`config.mk`:
```
export PLATFORM = sky130hd
export DESIGN_NAME = mem_range_comparator
export DESIGN_NICKNAME = d
export VERILOG_FILES = /design/src/rtl/mem_range_comparator.sv
export SDC_FILE = /design/constraint.sdc
export NUM_CORES = 1
export LEC_CHECK = 0
export ABC_AREA = 1
export BUFFER_PORTS_ARGS = -buffer_cell sky130_fd_sc_hd__buf_2
export CAP_MARGIN = 40
export CORE_ASPECT_RATIO = 1.75
export CORE_MARGIN = 2
export CORE_UTILIZATION = 60
export DETAILED_ROUTE_END_ITERATION = 10
export HOLD_SLACK_MARGIN = 0.06
export PLACE_DENSITY = 0.79
export SLEW_MARGIN = 40
export SYNTH_ARGS = -nofsm -noshare
export SYNTH_HDL_FRONTEND = slang
export SYNTH_SLANG_ARGS = --single-unit
```
`constraint.sdc`:
```
create_clock -name clk -period 2.25 [get_ports clk]
set_clock_uncertainty 0.15 [all_clocks]
set_input_delay 0.3375 -clock clk [delete_from_list [all_inputs] [get_ports clk]]
set_output_delay 0.3375 -clock clk [all_outputs]
set_load 0.1 [all_outputs]
```
`src/rtl/mem_range_comparator.sv`:
```
// mem_range_comparator
//   Two-stage pipelined address-window checker. Each accepted address is
//   compared against NUM_CH programmable inclusive windows [lo, hi]. The
//   result reports per-window hit, below-window (lt) and above-window (gt)
//   flags, the lowest-index hit, a miss flag, and keeps a saturating count
//   of delivered misses.
//
// Ports
//   clk, rst_n        rising-edge clock, asynchronous active-low reset
//   cfg_we/cfg_ch     write strobe and window index
//   cfg_lo/cfg_hi     inclusive window bounds
//   cfg_en            window enable
//   in_valid/in_ready address stream handshake
//   in_addr           address to check
//   out_valid/out_ready result stream handshake
//   out_hit           per-window hit (enabled and inside bounds)
//   out_lt/out_gt     address below lo / above hi, independent of enable
//   out_first         lowest-index hit, 0 on a miss
//   out_miss          no enabled window hit
//   viol_clr          synchronous clear of viol_cnt
//   viol_cnt          saturating count of delivered miss results

module mem_range_comparator #(
    parameter int DATA_W      = 16,
    parameter int NUM_CH      = 4,
    parameter int SIGNED_MODE = 0,
    parameter int CNT_W       = 8,
    localparam int CH_W       = (NUM_CH > 1) ? $clog2(NUM_CH) : 1
) (
    input  logic              clk,
    input  logic              rst_n,
    input  logic              cfg_we,
    input  logic [CH_W-1:0]   cfg_ch,
    input  logic [DATA_W-1:0] cfg_lo,
    input  logic [DATA_W-1:0] cfg_hi,
    input  logic              cfg_en,
    input  logic              in_valid,
    output logic              in_ready,
    input  logic [DATA_W-1:0] in_addr,
    output logic              out_valid,
    input  logic              out_ready,
    output logic [NUM_CH-1:0] out_hit,
    output logic [NUM_CH-1:0] out_lt,
    output logic [NUM_CH-1:0] out_gt,
    output logic [CH_W-1:0]   out_first,
    output logic              out_miss,
    input  logic              viol_clr,
    output logic [CNT_W-1:0]  viol_cnt
);

    // Magnitude compare a < b, two's-complement when SIGNED_MODE is set.
    function automatic logic less_than(input logic [DATA_W-1:0] a,
                                       input logic [DATA_W-1:0] b);
        logic signed [DATA_W-1:0] sa;
        logic signed [DATA_W-1:0] sb;
        sa = a;
        sb = b;
        if (SIGNED_MODE != 0)
            return sa < sb;
        return a < b;
    endfunction

    // Saturating increment: holds at all-ones.
    function automatic logic [CNT_W-1:0] sat_inc(input logic [CNT_W-1:0] v);
        if (&v)
            return v;
        return v + CNT_W'(1);
    endfunction

    logic [DATA_W-1:0] win_lo [NUM_CH];
    logic [DATA_W-1:0] win_hi [NUM_CH];
    logic [NUM_CH-1:0] win_en;

    logic              vld_p1;
    logic              vld_p2;
    logic [DATA_W-1:0] addr_p1;
    logic              adv_p1;
    logic              adv_p2;

    logic [NUM_CH-1:0] lt_c;
    logic [NUM_CH-1:0] gt_c;
    logic [NUM_CH-1:0] hit_c;
    logic [CH_W-1:0]   first_c;
    logic              miss_c;

    // Elastic handshake: a stage may load when empty or when the stage
    // after it is moving, so full-rate streaming has no bubbles.
    assign adv_p2    = !vld_p2 || out_ready;
    assign adv_p1    = !vld_p1 || adv_p2;
    assign in_ready  = adv_p1;
    assign out_valid = vld_p2;

    // Window registers. Out-of-range indices match no channel and are dropped.
    // A compare sitting in S1 sees the values before this edge's write.
    always_ff @(posedge clk or negedge rst_n) begin
        if (!rst_n) begin
            for (int c = 0; c < NUM_CH; c++) begin
                win_lo[c] <= '0;
                win_hi[c] <= '0;
            end
            win_en <= '0;
        end else if (cfg_we) begin
            for (int c = 0; c < NUM_CH; c++) begin
                if (32'(cfg_ch) == c) begin
                    win_lo[c] <= cfg_lo;
                    win_hi[c] <= cfg_hi;
                    win_en[c] <= cfg_en;
                end
            end
        end
    end

    // ---- S0 -> S1: capture the address ----
    always_ff @(posedge clk or negedge rst_n) begin
        if (!rst_n) begin
            vld_p1  <= 1'b0;
            addr_p1 <= '0;
        end else if (adv_p1) begin
            vld_p1 <= in_valid;
            if (in_valid)
                addr_p1 <= in_addr;
        end
    end

    // ---- S1 compare logic ----
    always_comb begin
        lt_c  = '0;
        gt_c  = '0;
        hit_c = '0;
        for (int c = 0; c < NUM_CH; c++) begin
            lt_c[c]  = less_than(addr_p1, win_lo[c]);
            gt_c[c]  = less_than(win_hi[c], addr_p1);
            hit_c[c] = win_en[c] & ~lt_c[c] & ~gt_c[c];
        end
    end

    // Lowest-index priority: scan downward so the last assignment wins.
    always_comb begin
        first_c = '0;
        for (int c = NUM_CH - 1; c >= 0; c--) begin
            if (hit_c[c])
                first_c = CH_W'(c);
        end
    end

    assign miss_c = ~|hit_c;

    // ---- S1 -> S2: register results; held while the output is stalled ----
    always_ff @(posedge clk or negedge rst_n) begin
        if (!rst_n) begin
            vld_p2    <= 1'b0;
            out_hit   <= '0;
            out_lt    <= '0;
            out_gt    <= '0;
            out_first <= '0;
            out_miss  <= 1'b0;
        end else if (adv_p2) begin
            vld_p2 <= vld_p1;
            if (vld_p1) begin
                out_hit   <= hit_c;
                out_lt    <= lt_c;
                out_gt    <= gt_c;
                out_first <= first_c;
                out_miss  <= miss_c;
            end
        end
    end

    // ---- S2 output transfer: violation counter ----
    always_ff @(posedge clk or negedge rst_n) begin
        if (!rst_n)
            viol_cnt <= '0;
        else if (viol_clr)
            viol_cnt <= '0;
        else if (out_valid && out_ready && out_miss)
            viol_cnt <= sat_inc(viol_cnt);
    end

endmodule

```
==> impl_metrics.ini <==
[status]
run_status = finished, final reports clean

[cells_and_area]
finalInstanceArea_um2 = 10900
final_util_pct = 71.0
final_cell_mix = 289 x nand2_1, 162 x dfrtp_1, 159 x o21ai_0
final_common_cell = nand2_1
layout.nets = 1391
multi_input_area_um2 = 4310
area_delta_synth_final_pct = 16.3
fill_cells = 1192
drive_above_1_share_pct = 12.5
diodes = 0
seqCellArea_um2 = 4340

[timing]
min_period_ns = 2.06
slew_headroom_pct = 56.1
finalMaxSlewViolations = 0
rsz0062_at_grt = false
clock.fmax_mhz = 487
tns_ns = 0
finalHoldViolCount = 0
final-setup-viol-count = 0
period_share_pct = 91.3
max_slew.worst_pin.slew_ns = 0.659

[drt]
vias_per_cell = 5.45
wl_per_cell_um = 15.8
vias = 7693
drt_wl_total_mm = 22.3
drc_errors = 0
ant_nets = 0
detailedRoute.firstPassIterationCount = 5
drt_iter0_drc = 365

[global_routing]
grt_pass1_wl_mm = 37.4
grt_pass1_vias = 7952
grt_antenna_before_repair = 0
grt-ovfl-total = 0
grt_usage_pct = 28.3
use_met3_pct = 4.61
use_met1_pct = 30.5
grt_max_degree = 67
met2_usage_pct = 52.1
top_usage_layer = met2

[worst_hold_path]
hp-start = out_ready
min_path_cells = 4
hold_end = vld_p1
hold_class = input port to flop

[place]
gp_congestion = 0.874
hpwl_mm = 16.3
io_buffers = 81
dpl_cell_area_um2 = 10100

[logic_synthesis]
seq_area_frac_synth_pct = 46.3
synth_cell_types = 25
synth-warning-count = 0
avgSynthCellArea_um2 = 8.42
synthCells = 1111
ys_ff_latch = 173
syn_area_um2 = 9350
synthesis.nets = 1289

[die]
io_pins = 82
fp.dieH_um = 169
die_width_um = 98.4
placementRows = 60
die_area_um2 = 16600
core_um2 = 15300
start_util_pct = 61.1

[clock_network]
htree_num_levels = 4
cts_buffers = 17
clk_transition_reported_paths_ns = 0.07
clk_latency_ns = 0.43
postCtsSetupBuffers = 0
clock_sinks = 173
cts_tree = done
root_buffer = clkbuf_16
clockBufferDepth = 2

[critical_path]
worst_setup_path_start_kind = flop
crit_required_ns = 2.46
cp.arrival_ns = 2.26
cp_max_fo = 5
r2r-end = out_miss
r2r_cells = 11
reg2reg_slack_ns = 0.19
end_kind = flop
path_class = flop to flop
r2r_start = addr_p1[15]

[power_and_ir_drop]
p_leak_nw = 5.91
ir_drop_v = 0.000559
powerDensity_nw_per_um2 = 926

[run]
maxCapViolations = 0
report_power, final:
part / internal, W / switching [W]
Clock: 0.00157 / 0.00132
Combinational: 0.000984 / 0.00217
Sequential: 0.00364 / 0.000397
Total: 0.00619 / 0.00389
flip-flops by register name (all words and copies together), names as in the netlist:
register / count
win_hi: 64
win_lo: 64
addr_p1: 16
viol_cnt: 8
out_gt: 4
out_hit: 4
out_lt: 4
win_en: 4
out_first: 2
out_miss: 1
out_valid: 1
vld_p1: 1
metal layers:
layer / wire [um] / vias to the layer above
li1: - / 3801
met1: 8530 / 3615
met2: 11800 / 206
met3: 833 / 71
met4: 1130 / 0
met5: 0 / -
area by class of cell:
| type | count | share of cell area, % |
|---|---|---|
| clock buffers | 18 | 3.94 |
| multi-input cells | 744 | 39.6 |
| well taps | 186 | 2.14 |
| inverters | 161 | 5.55 |
| clock inverters | 14 | 1.33 |
| flip-flops and latches | 173 | 39.9 |
| repair buffers | 116 | 7.49 |
worst max path at each step:
stage                         endpoint   startpoint  slack, ns  depth (start not counted)
after floorplan            viol_cnt[6]  viol_cnt[4]       0.03                          8
after global placement    out_first[1]   addr_p1[5]       0.21                         12
after detailed placement  out_first[1]   addr_p1[5]       0.18                         12
after CTS                     out_miss  addr_p1[15]       0.14                         11
after global routing      out_first[0]  addr_p1[15]      0.001                         13
final                         out_miss  addr_p1[15]       0.19                         11
stage by stage:
stage	power, W	hold slack [ns]	instances	setup WS, ns
floorplan	0.00630	-0.108	1111	0.0305
global placement	0.00704	0.220	1359	0.211
detailed placement	0.00717	0.216	1359	0.176
CTS	0.0101	0.0602	1412	0.140
global route	0.0107	0.0831	1412	0.00119
finish	0.0101	0.0626	1412	0.195
cell families (layout without fill, tap and decap cells):
| logic type | Yosys count | count (layout) | share of synthesized area (%) |
|---|---|---|---|
| buffers and inverters | 194 | 309 | 7.95 |
| adders and majority gates | 121 | 121 | 16.2 |
| AOI/OAI and AO/OA | 244 | 244 | 13.4 |
| and+or+nand+nor | 379 | 379 | 16.2 |
| DFF | 173 | 173 | 46.3 |
synthesized netlist by cell type:
| cell | number | share of area (%) |
|---|---|---|
| o21ba_1 | 1 | 0.11 |
| a21o_1 | 1 | 0.080 |
| nand3_2 | 4 | 0.43 |
| nand2_1 | 289 | 12 |
| nor3b_1 | 1 | 0.080 |
| a21oi_4 | 1 | 0.17 |
| buf_2 | 12 | 0.64 |
| nand4_1 | 6 | 0.40 |
| nand2_2 | 1 | 0.067 |
| inv_1 | 159 | 6.4 |
| inv_2 | 2 | 0.080 |
| o21bai_1 | 2 | 0.16 |
| a21oi_1 | 75 | 4.0 |
| ha_1 | 121 | 16 |
| o21a_1 | 2 | 0.16 |
| o21ai_1 | 2 | 0.11 |
| buf_1 | 2 | 0.080 |
| clkbuf_1 | 19 | 0.76 |
| nor3_1 | 14 | 0.75 |
| nor2_1 | 45 | 1.8 |
| o21ai_0 | 159 | 8.5 |
| nand3_1 | 18 | 0.96 |
| dfrtp_1 | 173 | 46 |
| nor2_2 | 1 | 0.067 |
| o21ai_2 | 1 | 0.094 |
timing repair:
action                                  4_1_cts  5_1_grt
gates resized for setup                       0        9
hold endpoints to repair                     74        0
hold buffers                                 21        0
endpoints found under the setup margin        0        5
critical path, stage by stage, from the launching register on:
cell	delay, ns
dfrtp_2	0.45
inv_1	0.17
ha_1	0.28
nand2_1	0.09
inv_1	0.04
nand3_1	0.13
inv_1	0.06
a21oi_1	0.14
nand2_1	0.11
nand3_1	0.14
nand3_1	0.10
o21ai_1	0.13
(Power assumes the default switching activity.)
